==> src/rtl/mvau_inp_buf_ctrl_pkg.sv <==
// Shared constants and state encoding for the MVAU input buffer controller.
package mvau_inp_buf_ctrl_pkg;

  // Datapath geometry of the MVAU instance.
  localparam int unsigned TI       = 8;
  localparam int unsigned SIMD     = 4;
  localparam int unsigned PE       = 4;
  localparam int unsigned MATRIX_W = 64;
  localparam int unsigned MATRIX_H = 16;

  // Folding factors derived from the geometry.
  localparam int unsigned SF_DEF       = MATRIX_W / SIMD;
  localparam int unsigned NF_DEF       = MATRIX_H / PE;
  localparam int unsigned BUF_ADDR_DEF = $clog2(SF_DEF);
  localparam int unsigned NF_W_DEF     = $clog2(NF_DEF);

  // S_WRITE: first fold, input forwarded and stored; S_READ: replay folds.
  typedef enum logic {S_WRITE, S_READ} inp_ctrl_state_t;

endpackage

==> src/rtl/mvau_inp_buf_ctrl_wrap_cnt.sv <==
// Enable-gated up-counter that wraps to zero after reaching MAX.
module mvau_wrap_cnt #(
  parameter int unsigned MAX = 15,
  parameter int unsigned W   = 4
) (
  input  logic         clk,
  input  logic         rst_n,
  input  logic         en_i,
  output logic [W-1:0] cnt_o,
  output logic         wrap_o
);

  logic [W-1:0] cnt_q;
  logic [W-1:0] cnt_d;

  assign wrap_o = (cnt_q == W'(MAX));
  assign cnt_o  = cnt_q;

  // Next count: advance on enable, wrap at MAX.
  always_comb begin
    cnt_d = cnt_q;
    if (en_i) begin
      cnt_d = wrap_o ? '0 : cnt_q + W'(1);
    end
  end

  // Count register with synchronous reset.
  always_ff @(posedge clk) begin
    if (!rst_n) cnt_q <= '0;
    else        cnt_q <= cnt_d;
  end

endmodule

==> src/rtl/mvau_inp_buf_ctrl.sv <==
// MVAU input buffer sequencer: stores each activation vector on its first
// fold while passing it through, then replays it for the remaining folds.
module mvau_inp_buf_ctrl
  import mvau_inp_buf_ctrl_pkg::*;
#(
  parameter int unsigned SF       = SF_DEF,
  parameter int unsigned NF       = NF_DEF,
  parameter int unsigned BUF_ADDR = BUF_ADDR_DEF,
  parameter int unsigned NF_W     = NF_W_DEF
) (
  input  logic                clk,
  input  logic                rst_n,
  input  logic                in_v,
  output logic                in_rdy,
  input  logic                out_rdy,
  output logic                out_v,
  output logic                inp_wr_en,
  output logic                inp_rd_en,
  output logic [BUF_ADDR-1:0] inp_addr,
  output logic                sf_first,
  output logic                sf_last,
  output logic [NF_W-1:0]     nf_idx
);

  inp_ctrl_state_t     state_q;
  inp_ctrl_state_t     state_d;
  logic                fire_c;
  logic                nf_en_c;
  logic [BUF_ADDR-1:0] sf_cnt;
  logic                sf_wrap;
  logic [NF_W-1:0]     nf_cnt;
  logic                nf_wrap;

  // Beat index within the current fold; doubles as the buffer address.
  mvau_wrap_cnt #(
    .MAX (SF - 1),
    .W   (BUF_ADDR)
  ) u_sf_cnt (
    .clk    (clk),
    .rst_n  (rst_n),
    .en_i   (fire_c),
    .cnt_o  (sf_cnt),
    .wrap_o (sf_wrap)
  );

  // Fold index; advances once per completed fold.
  mvau_wrap_cnt #(
    .MAX (NF - 1),
    .W   (NF_W)
  ) u_nf_cnt (
    .clk    (clk),
    .rst_n  (rst_n),
    .en_i   (nf_en_c),
    .cnt_o  (nf_cnt),
    .wrap_o (nf_wrap)
  );

  // State register with synchronous reset back to the write pass.
  always_ff @(posedge clk) begin
    if (!rst_n) state_q <= S_WRITE;
    else        state_q <= state_d;
  end

  // Handshake, buffer control, framing strobes and next state.
  always_comb begin
    state_d   = state_q;
    in_rdy    = 1'b0;
    out_v     = 1'b0;
    inp_wr_en = 1'b0;
    inp_rd_en = 1'b0;
    inp_addr  = sf_cnt;
    nf_idx    = nf_cnt;

    case (state_q)
      S_WRITE: begin
        in_rdy    = out_rdy;
        out_v     = in_v;
        inp_wr_en = in_v & out_rdy;
      end
      S_READ: begin
        inp_rd_en = 1'b1;
        out_v     = 1'b1;
      end
      default: ;
    endcase

    fire_c   = out_v & out_rdy;
    nf_en_c  = fire_c & sf_wrap;
    sf_first = out_v & (sf_cnt == '0);
    sf_last  = out_v & sf_wrap;

    if (nf_en_c) begin
      state_d = nf_wrap ? S_WRITE : S_READ;
    end
  end

endmodule

==> config.mk <==
export PLATFORM = sky130hd
export DESIGN_NAME = mvau_inp_buf_ctrl
export DESIGN_NICKNAME = d
export VERILOG_FILES = /design/src/rtl/mvau_inp_buf_ctrl_pkg.sv /design/src/rtl/mvau_inp_buf_ctrl_wrap_cnt.sv /design/src/rtl/mvau_inp_buf_ctrl.sv
export SDC_FILE = /design/constraint.sdc
export NUM_CORES = 1
export LEC_CHECK = 0
export ABC_AREA = 1
export BUFFER_PORTS_ARGS = -buffer_cell sky130_fd_sc_hd__buf_2
export CAP_MARGIN = 5
export CORE_AREA = 2 2 39 41
export CTS_CLUSTER_DIAMETER = 30
export DETAILED_ROUTE_END_ITERATION = 6
export DIE_AREA = 0 0 41 43
export PLACE_DENSITY = 0.68
export SETUP_SLACK_MARGIN = 0.3
export SYNTH_ARGS = -nofsm -noshare
export SYNTH_HDL_FRONTEND = slang
export SYNTH_SLANG_ARGS = --single-unit
export TNS_END_PERCENT = 50
==> constraint.sdc <==
create_clock -name clk -period 1.4 [get_ports clk]
set_clock_uncertainty 0.1 [all_clocks]
set_input_delay 0.21 -clock clk [delete_from_list [all_inputs] [get_ports clk]]
set_output_delay 0.21 -clock clk [all_outputs]
set_load 0.02 [all_outputs]
Word level (Yosys, flattened, before mapping)
Index checks and enable logic that the tools add are counted.
Operators by class
  $add $sub $neg: 2
  multiply operators: 0
  div/mod/pow operators: 0
  order comparisons: 0
  eq/ne operators: 2
  shift-type cells: 0
  muxes and demuxes: 7
  bitwise logic cells: 6
  reduce and logical (&&, ||, !) cells: 1
Operators by type and width (number)
  $and 1x1->1: 5
  $add 4x1->4 const B: 1
  $eq 4x4->1 const B: 1
  $logic_not 4->1: 1
  $mux 1: 4
  $mux 4: 1
  $add 2x1->2 const B: 1
  $eq 2x2->1 const B: 1
  $mux 2: 1
  $pmux 1 s2: 1
  $not 1->1: 1
Word-level totals
  bits in registers: 7
  bits in latches: 0
  memory bits (writable): 0
  memory bits (read-only): 0
  input bits: 4
  word-level logic and storage cells: 21
  memories: 0

Longest topological paths before layout
Gate-level depths: netlist of the first run.
  depth in word-level cells: 4
  mapped depth: 7

By module
Synthesis of the first run repeated with hierarchy kept, for this count alone.
Second synthesis, totals
  cell total of the unflattened synthesis: 61
  area total of the unflattened synthesis: 405.4 um^2
By module, submodules not included
  mvau_wrap_cnt at u_sf_cnt: instances 1, cells an instance 29, area each 195.2 um^2
  mvau_inp_buf_ctrl: instances 1, cells an instance 19, area each 113.9 um^2
  mvau_wrap_cnt at u_nf_cnt: instances 1, cells an instance 13, area each 96.3 um^2

Least setup slack after synthesis of the first run
No wires, ideal clock.
  kind: register to output
  start point: register u_sf_cnt.cnt_q[0], in the netlist u_sf_cnt.cnt_o[0]
  end point: output port sf_last
  data arrival time: 1.313 ns
  required time: 1.090 ns
  slack: -0.223 ns
  cell stages (with the launch flop): 4
  buffers on the path: 0
  path through: dfxtp_1 > ha_1 > nand2_2 > nor3_1
On the way
  longest elaborated chain between the ends: 2
Ends and longest elaborated chain
  start, declared: RTL line mvau_inp_buf_ctrl_wrap_cnt.sv:13  | logic [W-1:0] cnt_q;
  start signal, assigned: RTL line mvau_inp_buf_ctrl_wrap_cnt.sv:30  | else cnt_q <= cnt_d;
  $eq 4x4->1: RTL line mvau_inp_buf_ctrl_wrap_cnt.sv:16  | assign wrap_o = (cnt_q == W'(MAX));
  $and 1x1->1: RTL line mvau_inp_buf_ctrl.sv:90  | sf_last = out_v & sf_wrap;
  end, declared: RTL line mvau_inp_buf_ctrl.sv:21  | output logic sf_last,
Every way passes these cells.

Final worst setup path of the first run
  start point: register u_sf_cnt.cnt_q[0], in the netlist u_sf_cnt.cnt_o[0]
  end point: output port sf_first
On the way
  longest elaborated chain between the ends: 2
Ends and longest elaborated chain
  $logic_not 4->1: RTL line mvau_inp_buf_ctrl.sv:89  | sf_first = out_v & (sf_cnt == '0);
  $and 1x1->1: RTL line mvau_inp_buf_ctrl.sv:89
  end, declared: RTL line mvau_inp_buf_ctrl.sv:20  | output logic sf_first,
Every way passes these cells.

==> results of run 1 <==
## cells by family (layout without fill, tap and decap cells)
group | count (synthesis) | after routing | share of synthesized area
fa+ha+maj | 3 | 3 | 0.0882
xor+xnor | 1 | 1 | 0.0206
compound gates | 5 | 5 | 0.0676
flops | 7 | 7 | 0.329
buf+inv | 7 | 30 | 0.0618
simple gates | 34 | 34 | 0.432
## area by class of cell
cell class,instances,area (um^2)
repair buffers,19,165
well taps,16,20.0
multi-input cells,43,358
flip-flops and latches,7,156
inverters,7,28.8
clock buffers,4,26.3
fillers,128,629
## cell usage after synthesis, drive strengths merged
cell,n
a21oi,4
dfxtp,7
ha,3
inv,7
nand2,17
nand3,4
nor2,11
nor3,2
o21ai,1
xor2,1
## final timing paths
| kind | startpoint | end | slack (ns) |
|---|---|---|---|
| worst max-delay path | u_sf_cnt.cnt_o[0]$_SDFFE_PN0P_ | sf_first | -0.04 |
| worst min-delay path | rst_n | u_sf_cnt.cnt_o[3]$_SDFFE_PN0P_ | 0.15 |
| worst max register to register | state_q$_SDFFE_PN0P_ | u_nf_cnt.cnt_o[0]$_SDFFE_PN0P_ | 0.20 |
| worst min register to register | u_nf_cnt.cnt_o[1]$_SDFFE_PN0P_ | u_nf_cnt.cnt_o[1]$_SDFFE_PN0P_ | 0.38 |
## per-stage QoR
step | util | total power [uW] | cell area [um^2] | std cells | setup WS, ns
3_5_place_dp | 0.424 | 297 | 587 | 88 | 0.191
6_report | 0.545 | 509 | 754 | 96 | -0.0360
3_3_place_gp | 0.424 | 295 | 587 | 88 | 0.226
5_1_grt | 0.545 | 539 | 754 | 96 | -0.101
4_1_cts | 0.526 | 516 | 728 | 96 | -0.0518
2_1_floorplan | - | 272 | 492 | 57 | 0.253
## flip-flops by register name, indices dropped and copies added (netlist names)
name and flops:
state_q 1, u_nf_cnt.cnt_o 2, u_sf_cnt.cnt_o 4
## repair_timing
action	in CTS	in global routing
setup endpoints to repair	17	17
resized for setup	28	9
pin swaps	13	8
buffers inserted	4	0
## metal layers
| layer | track usage | share of wire |
|---|---|---|
| met3 | 0.0314 | 0.035 |
| met4 | 0.0800 | 0.025 |
| met1 | 0.159 | 0.44 |
| met2 | 0.184 | 0.50 |
| met5 | 0 | 0 |
## power by group through the flow
| stage | registers, uW | logic [uW] | clock network (uW) |
|---|---|---|---|
| after detailed placement | 214 | 83.5 | 0 |
| after global routing | 209 | 122 | 208 |
| final | 208 | 110 | 190 |
| after CTS | 208 | 109 | 199 |
| after floorplan | 218 | 54.1 | 0 |
| after global placement | 214 | 81.5 | 0 |
## worst max-delay path, cell delays in order (launching register included)
cell and delay, ns:
dfxtp_4 0.36, inv_4 0.06, ha_4 0.13, nand2_4 0.05, nor3_4 0.12, buf_6 0.14
==> metrics.txt, run 1 <==
status finished with violations; failing checks negative setup slack; via count between 400 and 500; PwrDens between 600 and 700 nW/um^2; Final Max Tran Viols 0; most frequent cells in the layout nand2_1 (10), buf_6 (10), buf_2 (6); crit end category output pin; CTS Hold Bufs 0; IO Port Bufs 15; Core Area about 1400 um^2; RSZ-0062 raised after global routing yes; Starting Density 0.307; Hold WS 0.146 ns; worst-case reg-to-reg path depth 6; yosys synthesis warning count 0; Pre-antenna DRT Iters 4; Max Cap Viol 0; io pins 16; worst min path class in2reg; Bufs on Longest Clock Path 2; Max-slew headroom 0.835; Achievable Freq 696 MHz; CTS Root Cell clkbuf_4; Worst Max-Slew Pin Slew between 0.2 and 0.25 ns; Area growth, synth to finish 77.4%; critical path type reg2out; largest net degree at the start of global routing 10; Critical Path RT roughly 1.1 ns; Final period util 1.03; Final GP Congestion ~0.8; CTS Buf Count 3; Synth Register Bits 7; # clock sinks 7; startpoint types register; Seq/Total Area, Yosys 0.329; post-synthesis cell area 425 um^2; synth top area cells dfxtp_1 (33%), nand2_1 (12%), ha_1 (8.8%); vias per cell ~4.5; fin nets 88; DRC Markers 0; sw power about 150 uW; dpl hpwl about 700 um; Leak roughly 0.00036 uW; initial antenna violation count 0; die width approximately 41 um; Mapped Cells 57; DR iter-0 viols 3; Clk Latency, worst-skew pair 0.26 ns; grt total ovfl 0; first-pass GRT wire length between 1000 and 1500 um; Reg clk slew, reported paths 0.05 ns; ANT cells 0; Die Height between 40 and 50 um; TritonCTS clock tree yes; Fin Setup TNS -0.0519 ns; critical path fanouts, max 5; routed len/inst about 10 um; Mean Syn Cell Area 7.46 um^2; Sw Share 0.294; Sequential Power Share 0.410; P_int between 300 and 400 uW; H-tree levels 1; setup ws final -0.0360 ns; Post-Route WL approximately 1000 um; WHS Path Cells 3; Hold Violations, Final 0; Total GRT Usage 0.127; part of the power in combinational logic 0.217; full die area ~1800 um^2; row count 14; antenna viol nets, final 0; maximum vdd drop 0.574 mV; number of global-route vias before repair between 300 and 400; final setup violating endpoints 2; Critical Path AT roughly 1.1 ns; power share of the clock group 0.373; Tmin final 1.44 ns; count of cell types in the netlist 17; share of layout cells above drive strength 1 0.700; area leader, netlist dfxtp_1; syn nets 64; area share of the largest cell type after synthesis 0.329
(Power assumes the default switching activity.)
==> run 2, diff against run 1 <==
RECOVER_POWER = 100   (was default)
==> metrics.txt, run 2 (synthesis gave the netlist of run 1 again) <==
sw power between 100 and 150 uW; largest net degree at the start of global routing 10; maximum vdd drop 0.574 mV; antenna viol nets, final 0; P_int ~360 uW; grt total ovfl 0; Die Height 43 um; Filler cells 130; Hold WS 0.146 ns; H-tree levels 1; first-pass GRT wire length 1490 um; worst min path class in2reg; share of layout cells above drive strength 1 0.650; max reg flops 4; power share of the clock group 0.374; DR iter-0 viols 3; failing checks negative setup slack; Worst Max-Slew Pin Slew 0.247 ns; final instance area about 750 um^2; DRC Markers 0; Reg clk slew, reported paths 0.05 ns; Post-Route WL ~1000 um; Core Area 1380 um^2; Area growth, synth to finish 75.6%; setup ws final -0.0360 ns; full die area approximately 1800 um^2; Critical Path AT roughly 1.1 ns; Max-slew headroom 0.835; Sw Share 0.295; initial antenna violation count 0; Total GRT Usage 0.127; dpl hpwl 709 um; critical path type reg2out; vias per cell between 4 and 5; Starting Density 0.307; via count roughly 440; Tmin final around 1.4 ns; most frequent cells in the layout nand2_1 (10), buf_6 (10), buf_2 (5); ANT cells 0; CTS Buf Count 3; Bufs on Longest Clock Path 2; Tot Pwr between 500 and 600 uW; CTS Root Cell clkbuf_4; Max Cap Viol 0; part of the power in combinational logic 0.215; TritonCTS clock tree yes; Final period util 1.03; DP Worst Slack between 0.15 and 0.2 ns; routed len/inst 10.5 um; final setup violating endpoints 2; Fin Setup TNS -0.0520 ns; status finished with violations; number of global-route vias before repair roughly 370; crit end category output pin; Hold Violations, Final 0; fin nets 88; Pre-antenna DRT Iters 4; IO Port Bufs 15; startpoint types register; # clock sinks 7; die width roughly 41 um; Final GP Congestion between 0.7 and 0.8; Leak between 0.0003 and 0.0004 uW; row count 14; Sequential Power Share 0.411; Final Max Tran Viols 0; Critical Path RT approximately 1.1 ns; RSZ-0062 raised after global routing yes; placed cell areas just under 600 um^2; Achievable Freq 696 MHz; Clk Latency, worst-skew pair 0.26 ns; PwrDens a little under 700 nW/um^2; io pins 16; critical path fanouts, max 5
-- run 2: cell types whose count changed in the layout (fill, tap and decap cells not counted), sizes merged --
cell	before	now
buf	19	17
clkbuf	4	6
-- run 2: worst max-delay path, stage by stage (launching register included) --
cell,delay (ns)
dfxtp_4,0.36
inv_4,0.06
ha_4,0.13
nand2_4,0.05
nor3_4,0.12
buf_6,0.14
-- run 2: final timing paths --
path                                                     start                              to  slack (ns)  cells past startpoint
worst max-delay path            u_sf_cnt.cnt_o[0]$_SDFFE_PN0P_                        sf_first       -0.04                      5
worst min-delay path                                     rst_n  u_sf_cnt.cnt_o[3]$_SDFFE_PN0P_        0.15                      3
worst max register to register            state_q$_SDFFE_PN0P_  u_nf_cnt.cnt_o[0]$_SDFFE_PN0P_        0.20                      6
worst min register to register  u_nf_cnt.cnt_o[1]$_SDFFE_PN0P_  u_nf_cnt.cnt_o[1]$_SDFFE_PN0P_        0.39                      2
-- run 2: power groups by stage --
stage	Sequential, uW	Clock (uW)	Combinational (uW)
floorplan	218	0	54.1
global placement	214	0	81.5
detailed placement	214	0	83.5
CTS	208	199	109
global route	209	208	120
finish	208	190	109
-- run 2: what timing repair did --
item | CTS | global route
hold buffers | 0 | 0
pin swaps | 13 | 8
endpoints found under the setup margin | 17 | 17
setup buffers | 4 | 0
cloned | 0 | 0
gates resized for setup | 28 | 9
-- run 2: layout make-up --
type                            instances  area, um^2  share of cell area
Multi-Input combinational cell         43         358               0.479
Timing Repair Buffer                   19         160               0.214
Clock buffer                            4        26.3              0.0352
Sequential cell                         7         154               0.206
Inverter                                7        28.8              0.0385
Tap cell                               16        20.0              0.0268
-- run 2: routing by layer --
layer  wire length (um)  GRT usage
met1                439      0.159
met2                505      0.184
met3                 35     0.0314
met4                 25     0.0800
met5                  0          0
-- run 2: through the flow --
stage / instances / util
after floorplan: 57 / -
after global placement: 88 / 0.424
after detailed placement: 88 / 0.424
after CTS: 96 / 0.526
after global routing: 96 / 0.540
final: 96 / 0.540
==> run 3, diff against run 2 <==
PLACE_DENSITY = default   (was 0.68)
PLACE_DENSITY_LB_ADDON = 0.12   (was default)
==> metrics.txt, run 3 (synthesis gave the netlist of run 1 again) <==
Bufs on Longest Clock Path 2; Final GP Congestion about 0.76; H-tree levels 1; setup ws final -0.0359 ns; Filler cells roughly 150; final setup violating endpoints 2; vias per cell about 4.5; CTS Buf Count 3; Critical Path RT 1.09 ns; most frequent cells in the layout nand2_1 (11), buf_6 (11), nor2_4 (6); critical path fanouts, max 5; critical path type reg2out; crit path cell chain inv_4 -> ha_4 -> nand2_4 -> nor3_4 -> buf_6; max incr delay on CP approximately 0.37 ns; Max Cap Viol 0; Area growth, synth to finish 81.8%; Final period util 1.03; Tmin final between 1 and 1.5 ns; CP Depth 5; Leak around 0.00036 uW; first-pass GRT wire length 1550 um; Worst Max-Slew Pin Slew ~0.25 ns; CTS Hold Bufs 0; Max-slew headroom 0.836; worst flop-to-flop path endpoint state_q$_SDFFE_PN0P_; IO Port Bufs 15; dpl hpwl approximately 740 um; antenna viol nets, final 0; Finished Layout Cells 97; DR WL met3 around 47 um; worst-case reg-to-reg path depth 8; Pre-antenna DRT Iters 2; Clk Latency, worst-skew pair 0.26 ns; Slowest cell on crit path dfxtp_4; top layer reached by signal wires met4; Hold Path Origin rst_n; share of layout cells above drive strength 1 0.642; Critical Path AT roughly 1.1 ns; crit-path leading delay family flip-flops; row count 14; Final Max Tran Viols 0; crit end category output pin; full die area approximately 1800 um^2; initial antenna violation count 0; Achievable Freq around 700 MHz; CP Buf/Inv Count 2; RSZ-0062 raised after global routing yes; via count 440; Starting Density 0.307; Fin Setup TNS -0.0431 ns; CTS Root Cell clkbuf_4; Critical Path Start u_sf_cnt.cnt_o[0]$_SDFFE_PN0P_; worst min path class in2reg; Total GRT Usage 0.135; # clock sinks 7; WHS Path Cells 3; routed len/inst 10.9 um; Hold Violations, Final 0; DR iter-0 viols 4; largest net degree at the start of global routing 10; maximum vdd drop about 0.34 mV; number of global-route vias before repair 378; fin nets a little under 90; Reg clk slew, reported paths roughly 0.060 ns; grt total ovfl 0; status finished with violations; ANT cells 0; Core Area roughly 1400 um^2; Hold Path Sink state_q$_SDFFE_PN0P_; # placed instances 88; Die Height roughly 43 um; Post-Route WL roughly 1100 um; DRC Markers 0; Met2 Wirelength 551 um; max reg flops 4; startpoint types register; failing checks negative setup slack; die width 41 um; reg2reg start u_sf_cnt.cnt_o[0]$_SDFFE_PN0P_; reg2reg setup slack 0.08 ns; M1 WL about 440 um; PwrDens between 600 and 700 nW/um^2; io pins 16; TritonCTS clock tree yes
-- run 3: layer usage --
metal | up-vias | GRT usage
li1 | 225 | -
met1 | 200 | 0.146
met2 | 13 | 0.213
met3 | 2 | 0.0471
met4 | 0 | 0.0800
met5 | - | 0
-- run 3: per-stage QoR --
| stage | util | hold slack, ns | area [um^2] | total power (uW) | setup WS, ns |
|---|---|---|---|---|---|
| 4_1_cts | 0.528 | 0.141 | 731 | 498 | -0.0207 |
| 6_report | 0.559 | 0.140 | 773 | 511 | -0.0359 |
| 5_1_grt | 0.559 | 0.157 | 773 | 531 | -0.0761 |
| 3_3_place_gp | 0.424 | 0.379 | 587 | 296 | 0.224 |
| 2_1_floorplan | - | 0.213 | 492 | 272 | 0.253 |
| 3_5_place_dp | 0.424 | 0.378 | 587 | 297 | 0.217 |
-- run 3: worst min-delay path, cell delays in order --
cell	delay [ns]
buf_2	0.14
nand2_1	0.07
nand2_1	0.04
-- run 3: cell type report --
class / instances / area (um^2) / share of cell area
multi-input combinational: 43 / 362 / 0.468
inverter: 7 / 31.3 / 0.0405
tap: 16 / 20.0 / 0.0259
sequential: 7 / 156 / 0.202
clock buffer: 4 / 26.3 / 0.0340
timing repair buffer: 20 / 178 / 0.230
-- run 3: report_power, final --
group	total, uW	internal [uW]	switching, uW
registers	208	199	8.86
clock network	193	109	84.0
logic	110	49.3	60.9
total	511	357	154
-- run 3: repair_timing --
item / in CTS / in global routing
pin swaps: 12 / 5
resized for setup: 26 / 14
endpoints found under the setup margin: 16 / 18
setup buffers: 5 / 0
-- run 3: worst max-delay path by stage --
stage	endpoint	slack, ns
floorplan	u_sf_cnt.cnt_o[0]$_SDFFE_PN0P_	0.25
global placement	sf_first	0.22
detailed placement	sf_first	0.22
CTS	sf_first	-0.02
global route	sf_first	-0.08
finish	sf_first	-0.04
